$ cat config.mk
export PLATFORM = sky130hd
export DESIGN_NAME = avalon_mm_cmd_master
export DESIGN_NICKNAME = d
export VERILOG_FILES = /design/src/rtl/avalon_mm_cmd_master.sv
export SDC_FILE = /design/constraint.sdc
export NUM_CORES = 1
export LEC_CHECK = 0
export ABC_CLOCK_PERIOD_IN_PS = 2090
export CAP_MARGIN = 20
export CELL_PAD_IN_SITES_DETAIL_PLACEMENT = 0
export CELL_PAD_IN_SITES_GLOBAL_PLACEMENT = 1
export CORE_MARGIN = 2
export CORE_UTILIZATION = 32
export CTS_BUF_LIST = sky130_fd_sc_hd__clkbuf_4
export DETAILED_ROUTE_END_ITERATION = 10
export PLACE_DENSITY = 0.91
export SETUP_SLACK_MARGIN = 0.4
export SLEW_MARGIN = 20
export SYNTH_ARGS = -nofsm -noshare
export SYNTH_HDL_FRONTEND = slang
export SYNTH_SLANG_ARGS = --single-unit
$ cat constraint.sdc
create_clock -name clk -period 2.09 [get_ports clk]
set_input_delay 0.418 -clock clk [delete_from_list [all_inputs] [get_ports clk]]
set_output_delay 0.418 -clock clk [all_outputs]
set_load 0.05 [all_outputs]
$ cat src/rtl/avalon_mm_cmd_master.sv
// Avalon-MM master stage: one valid/ready command in, one bus transfer, one valid/ready response out.
// Optional waitrequest timeout abort is compiled in with `define AVM_TIMEOUT_EN.
module avalon_mm_cmd_master #(
  parameter int DW             = 32,
  parameter int N              = DW / 8,
  parameter int AW             = 32,
  parameter int READ_LATENCY   = 1,
  parameter int TIMEOUT_CYCLES = 64
) (
  input  logic          clk,
  input  logic          reset,
  input  logic          cmd_valid,
  output logic          cmd_ready,
  input  logic          cmd_write,
  input  logic [AW-1:0] cmd_addr,
  input  logic [DW-1:0] cmd_wdata,
  input  logic [N-1:0]  cmd_byteenable,
  output logic [AW-1:0] address,
  output logic          read,
  output logic          write,
  output logic          chipselect,
  output logic [DW-1:0] writedata,
  output logic [N-1:0]  byteenable,
  input  logic          waitrequest,
  input  logic [DW-1:0] readdata,
  output logic          rsp_valid,
  input  logic          rsp_ready,
  output logic          rsp_write,
  output logic [DW-1:0] rsp_rdata,
  output logic          rsp_err
);
  typedef enum logic [1:0] {IDLE, ISSUE, RD_WAIT, RESP} state_t;

  localparam int LW            = (READ_LATENCY > 0) ? $clog2(READ_LATENCY + 1) : 1;
  localparam bit RD_SAME_CYCLE = (READ_LATENCY == 0);

  state_t        state_reg;
  logic [LW-1:0] lat_cnt_reg;
  logic          timeout_hit;
  logic          issue_end;

`ifdef AVM_TIMEOUT_EN
  localparam int TW = $clog2(TIMEOUT_CYCLES + 1);
  logic [TW-1:0] to_cnt_reg;

  // Counts consecutive stalled cycles; any cycle outside ISSUE restarts it.
  assign timeout_hit = waitrequest && (to_cnt_reg == TW'(TIMEOUT_CYCLES - 1));

  always_ff @(posedge clk) begin
    if (reset || state_reg != ISSUE) begin
      to_cnt_reg <= '0;
    end else if (waitrequest) begin
      to_cnt_reg <= to_cnt_reg + TW'(1);
    end
  end
`else
  assign timeout_hit = 1'b0;
`endif

  assign issue_end = ~waitrequest | timeout_hit;

  // The bus output registers double as the command holding registers.
  always_ff @(posedge clk) begin
    if (reset) begin
      state_reg   <= IDLE;
      lat_cnt_reg <= '0;
      cmd_ready   <= 1'b0;
      address     <= '0;
      read        <= 1'b0;
      write       <= 1'b0;
      chipselect  <= 1'b0;
      writedata   <= '0;
      byteenable  <= '0;
      rsp_valid   <= 1'b0;
      rsp_write   <= 1'b0;
      rsp_rdata   <= '0;
      rsp_err     <= 1'b0;
    end else begin
      case (state_reg)
        IDLE: begin
          cmd_ready <= 1'b1;
          if (cmd_valid && cmd_ready) begin
            cmd_ready  <= 1'b0;
            chipselect <= 1'b1;
            read       <= ~cmd_write;
            write      <= cmd_write;
            address    <= cmd_addr;
            writedata  <= cmd_wdata;
            byteenable <= cmd_byteenable;
            state_reg  <= ISSUE;
          end
        end
        ISSUE: begin
          if (issue_end) begin
            chipselect <= 1'b0;
            read       <= 1'b0;
            write      <= 1'b0;
            address    <= '0;
            writedata  <= '0;
            byteenable <= '0;
            rsp_write  <= write;
            rsp_err    <= timeout_hit;
            rsp_rdata  <= (read && RD_SAME_CYCLE && !timeout_hit) ? readdata : '0;
            if (write || timeout_hit || RD_SAME_CYCLE) begin
              rsp_valid <= 1'b1;
              state_reg <= RESP;
            end else begin
              lat_cnt_reg <= LW'(READ_LATENCY - 1);
              state_reg   <= RD_WAIT;
            end
          end
        end
        RD_WAIT: begin
          if (lat_cnt_reg == '0) begin
            rsp_rdata <= readdata;
            rsp_valid <= 1'b1;
            state_reg <= RESP;
          end else begin
            lat_cnt_reg <= lat_cnt_reg - LW'(1);
          end
        end
        RESP: begin
          if (rsp_ready) begin
            rsp_valid <= 1'b0;
            cmd_ready <= 1'b1;
            state_reg <= IDLE;
          end
        end
        default: state_reg <= IDLE;
      endcase
    end
  end
endmodule

======== Yosys cells after proc, flatten, opt, wreduce, memory -nomap -nowiden ========
Index checks and enable logic that the tools add are counted.
word-level totals
  register bits after elaboration ......... 109
  input bits .............................. 106
  output and inout bits ................... 107
operators by class
  reduce and logical (&&, ||, !) cells .... 13
  equality and inequality tests ........... 9
  add/sub/neg operators ................... 1
  mux-type cells .......................... 35
  bitwise gates (word level) .............. 2
operators with widths
  kind                 number
  $pmux 32 s2          3
  $mux 32              4
  $mux 1               14
  $ne 2x2->1 const B   6
  $pmux 1 s2           5
  $reduce_and 3->1     3
  $mux 2               4
  $mux 4               2
  $pmux 2 s4           1
  $pmux 4 s2           1
  $reduce_bool 2->1    3
  $reduce_and 5->1     1
  $eq 2x2->1 const B   2
  $reduce_and 2->1     2
  $reduce_and 4->1     1
  $pmux 1 s3           1
  $reduce_bool 3->1    1
  $eq 2x1->1 const B   1
  $logic_not 2->1      1
  $not 1->1            2
  $logic_and 1x1->1    1
  $sub 1x1->1 const B  1

======== Longest topological paths before layout ========
  word-level depth ........................ 3
  depth in mapped cells ................... 8
  gate-level depth less buffers ........... 5

======== Least setup slack after synthesis ========
No wires, ideal clock.
  path kind ............................... reg-to-reg
  from .................................... register state_reg[0]
  to ...................................... register address[0]
  cell stages (with the launch flop) ...... 8
  arrival ................................. 1.574 ns
  clock period less this slack ............ 1.645 ns
  required time ........................... 2.018 ns
  path buffers ............................ 2
  slack ................................... 0.445 ns
  path through ............................ dfxtp_1 inv_1 ha_1 nand2b_1 a21oi_1 buf_4 buf_8 mux2i_1
between the ends
  longest elaborated chain between the ends .. 3
  elaborated cells on any way between the ends .. 7
  those cells by class .................... 3 x eq/ne; 1 x mux; 3 x reduce/logical
RTL lines
  what                                                              line  text
  from (decl)                                                       37    state_t state_reg;
  from (signal assigned)                                            65    state_reg <= IDLE;
  from (signal assigned)                                            90    state_reg <= ISSUE;
  from (signal assigned)                                            106   state_reg <= RESP;
  $eq 2x1->1 / $logic_not 2->1 (equally long branches)              79    case (state_reg)
  $ne 2x2->1 (no line) / $reduce_bool 2->1 (equally long branches)  -
  $reduce_and 3->1 (no line)                                        -
  to (signal assigned)                                              87    address <= cmd_addr;
  to (decl)                                                         18    output logic [AW-1:0] address,
Parallel ways exist; a longest one is shown, timed or not.
A chain may end at the register's enable or synchronous reset.

======== Worst setup path after layout ========
  from .................................... register state_reg[1]
  to ...................................... register writedata[6]
between the ends
  longest elaborated chain between the ends .. 3
  elaborated cells on any way between the ends .. 7
  those cells by class .................... 3 x eq/ne; 1 x mux; 3 x reduce/logical
RTL lines
  what                                                              line  text
  $eq 2x1->1 / $logic_not 2->1 (equally long branches)              79
  $ne 2x2->1 (no line) / $reduce_bool 2->1 (equally long branches)  -
  $reduce_and 3->1 (no line)                                        -
  to (signal assigned)                                              88    writedata <= cmd_wdata;
  to (decl)                                                         22    output logic [DW-1:0] writedata,
Parallel ways exist; a longest one is shown, timed or not.

==> results.py <==
metrics = {
    "status": {
        "status": "finished clean",
    },
    "power": {
        "p_sw_share_pct": 44.7,
        "clock_power_share_pct": 12.6,
        "intPower_mw": 4.90,
        "p_leak_nw": 2.89,
        "pwr-share-seq_pct": 30.6,
        "power.density_mw_per_mm2": 1230,
        "ir_worst_vdd_mv": 0.503,
        "netSwitchingPower_mw": 3.96,
        "pwr-share-comb_pct": 56.8,
    },
    "die": {
        "initial_core_util_pct": 32.6,
        "die-area_mm2": 0.0164,
        "rows": 45,
        "die_x_um": 128,
        "ios": 213,
        "die_height_um": 128,
        "core_area_mm2": 0.0151,
    },
    "routing": {
        "drtIter0Drc": 157,
        "drc": 0,
        "wire_per_inst_um": 15.6,
        "ant_nets": 0,
        "vias_per_cell": 4.83,
        "vias": 4353,
        "finalWirelength_mm": 14.1,
        "dr.pass1.iters": 4,
    },
    "sta": {
        "rsz0062_at_grt": "yes",
        "final-setup-viol-count": 0,
        "relSlewSlack_pct": 57.3,
        "final-hold-violation-count": 0,
        "period_share_pct": 80.6,
        "timing.final.ws_setup_ps": 406,
        "tightest_slew_ps": 641,
        "maxSlewViolCount": 0,
        "min_period_ps": 1680,
        "fmax_mhz": 594,
        "skew_ps": 26.9,
        "fin_hold_ws_ps": 460,
    },
    "worst_setup_path": {
        "worstSetupPathType": "register to register",
        "cp_top_family": "buffers and inverters",
        "start_kind": "register",
        "worst_path_largest_cell_delay_ps": 370,
        "cp.arrival_ps": 2070,
        "crit_top_cell": "buf_12",
        "cp-end-kind": "register",
        "worstPathMaxFanout": 7,
        "cp_num_buf_inv": 4,
        "crit_chain": "inv_2 -> ha_2 -> and2_4 -> a21oi_4 -> buf_12 -> buf_12 -> buf_12 -> mux2i_1",
        "crit_required_ps": 2480,
        "slowest_stage": "dfxtp_2",
    },
    "placed_design": {
        "gp_congestion": 0.802,
        "io_buffers": 211,
        "pre_cts_ws_ps": -48.0,
        "hpwl_mm": 9.30,
    },
    "grt": {
        "grt_pass1_vias": 4403,
        "grt_max_degree": 72,
        "grt_use_total_pct": 16.6,
        "grt_pass1_wl_mm": 21.8,
        "grt_overflow": 0,
        "antenna_found_initial": 1,
    },
    "clocking": {
        "path_clk_slew_ps": 190,
        "cts_tree": "yes",
        "htreeDepth": 3,
        "clock_sinks": 108,
        "clk_path_buf_depth": 2,
        "cts_buffers": 9,
        "clk_latency_ps": 480,
        "root_buffer": "clkbuf_4",
    },
    "hold_path": {
        "min_path_type": "primary input to register",
    },
    "final_layout": {
        "layout.nets": 819,
        "largestRegisters": "address (32), rsp_rdata (32), writedata (32)",
        "drive_gt1_share_pct": 33.8,
        "final_common_cell": "dfxtp_1",
        "mostFrequentLayoutCells": "dfxtp_1, clkdlybuf4s50_1, buf_2, nand2b_1, mux2i_1",
        "area_growth_syn_to_layout_pct": 46.3,
    },
    "synth": {
        "ys_ff_latch": 108,
        "synth_area_per_cell_um2": 9.83,
        "netlist_instances": 502,
        "synthesis.area_mm2": 0.00493,
        "yosysWarnings": 0,
        "yosysSeqAreaShare_pct": 43.8,
        "syn_nets": 613,
        "synth.distinct_cells": 39,
    },
    "job": {
        "maxCapViolCount": 0,
    },
}
-- metal layers --
metal | up-vias | global-route usage [%] | share of wire, %
met5 | - | 0 | 0
li1 | 2131 | - | -
met3 | 21 | 4.63 | 7.0
met2 | 149 | 29.0 | 49
met4 | 0 | 6.27 | 2.3
met1 | 2052 | 19.2 | 42
-- worst paths after layout --
check / startpoint / end / cells after the start / slack (ps)
max: state_reg[1] / writedata[6] / 8 / 410
min: readdata[9] / rsp_rdata[9] / 3 / 460
max reg2reg: state_reg[1] / writedata[6] / 8 / 410
min reg2reg: read / read / 2 / 480
-- layout make-up --
type	instances	area, um^2
flip-flops and latches	108	2170
repair buffers	242	2090
fillers	1453	7930
clock buffers	9	67.6
inverters	2	7.51
diodes	1	2.50
clock inverters	7	72.6
multi-input cells	345	2570
well taps	188	235
-- synth_stat cells --
master | count | area [um^2]
a21boi_0 | 1 | 7.51
a211o_1 | 1 | 8.76
a2111oi_0 | 1 | 8.76
buf_6 | 1 | 11.3
nand2b_1 | 73 | 457
a2111o_1 | 1 | 11.3
and2_1 | 1 | 6.26
o21ai_1 | 6 | 30.0
or3b_2 | 68 | 596
ha_1 | 5 | 62.6
nor3b_1 | 1 | 7.51
nand2_1 | 33 | 124
o21ba_2 | 1 | 10.0
o41ai_1 | 1 | 8.76
o32ai_1 | 1 | 8.76
nor4b_1 | 1 | 8.76
a21oi_1 | 36 | 180
nand3_1 | 1 | 5.00
conb_1 | 1 | 3.75
nor2_1 | 3 | 11.3
and2b_1 | 1 | 7.51
buf_8 | 7 | 105
o31a_1 | 1 | 8.76
clkbuf_1 | 25 | 93.8
mux2i_1 | 70 | 701
or4_1 | 1 | 7.51
clkbuf_2 | 3 | 15.0
buf_4 | 2 | 15.0
o21ai_0 | 28 | 140
nor2b_1 | 2 | 12.5
buf_2 | 9 | 45.0
nor2_2 | 1 | 6.26
o21bai_1 | 1 | 7.51
and2_4 | 1 | 8.76
a21boi_1 | 1 | 7.51
and4b_1 | 1 | 10.0
inv_1 | 2 | 7.51
dfxtp_1 | 108 | 2160
or3_1 | 1 | 6.26
-- metrics by stage --
stage	TNS [ps]	area [um^2]	total power, mW	cells	utilization, %
2_1_floorplan	0	4930	5.92	502	-
3_5_place_dp	-883	7140	7.21	865	47.1
6_report	0	7220	8.86	902	47.7
5_1_grt	0	7220	9.35	902	47.7
4_1_cts	0	7440	8.78	893	49.1
3_3_place_gp	0	7140	7.13	865	47.1
-- worst min-delay path, delay by kind of cell --
kind                   cells  cell delay [ps]
and+or+nand+nor            1               50
buffers and inverters      1              390
AOI/OAI and AO/OA          1               50
-- timing repair --
item                       in CTS  in global routing
pin swaps                       2                  1
setup endpoints to repair     207                135
gates resized for setup       412                147
hold buffers                    0                  0
gates cloned                    4                  1
setup buffers                   8                  7
-- cell families (layout without fill, tap and decap cells) --
kind of cell             count (synthesis)  count (layout)  synth area share, %
AO/OA/AOI/OAI                           80              80                 8.88
adder cells (fa/ha/maj)                  5               5                 1.27
buffers and inverters                   49             260                 5.93
flip-flops                             108             108                 43.8
multiplexers                            70              70                 14.2
other                                    1               2               0.0760
AND/OR/NAND/NOR                        189             189                 25.8
-- power groups by stage --
| stage | sequential, mW | combinational [mW] | clock [mW] |
|---|---|---|---|
| final | 2.71 | 5.03 | 1.12 |
| after global routing | 2.77 | 5.33 | 1.26 |
| after CTS | 2.72 | 4.87 | 1.19 |
| after detailed placement | 2.76 | 4.45 | 0 |
| after global placement | 2.75 | 4.38 | 0 |
| after floorplan | 4.10 | 1.83 | 0 |
No activity file was read; power rests on OpenSTA's default activity.
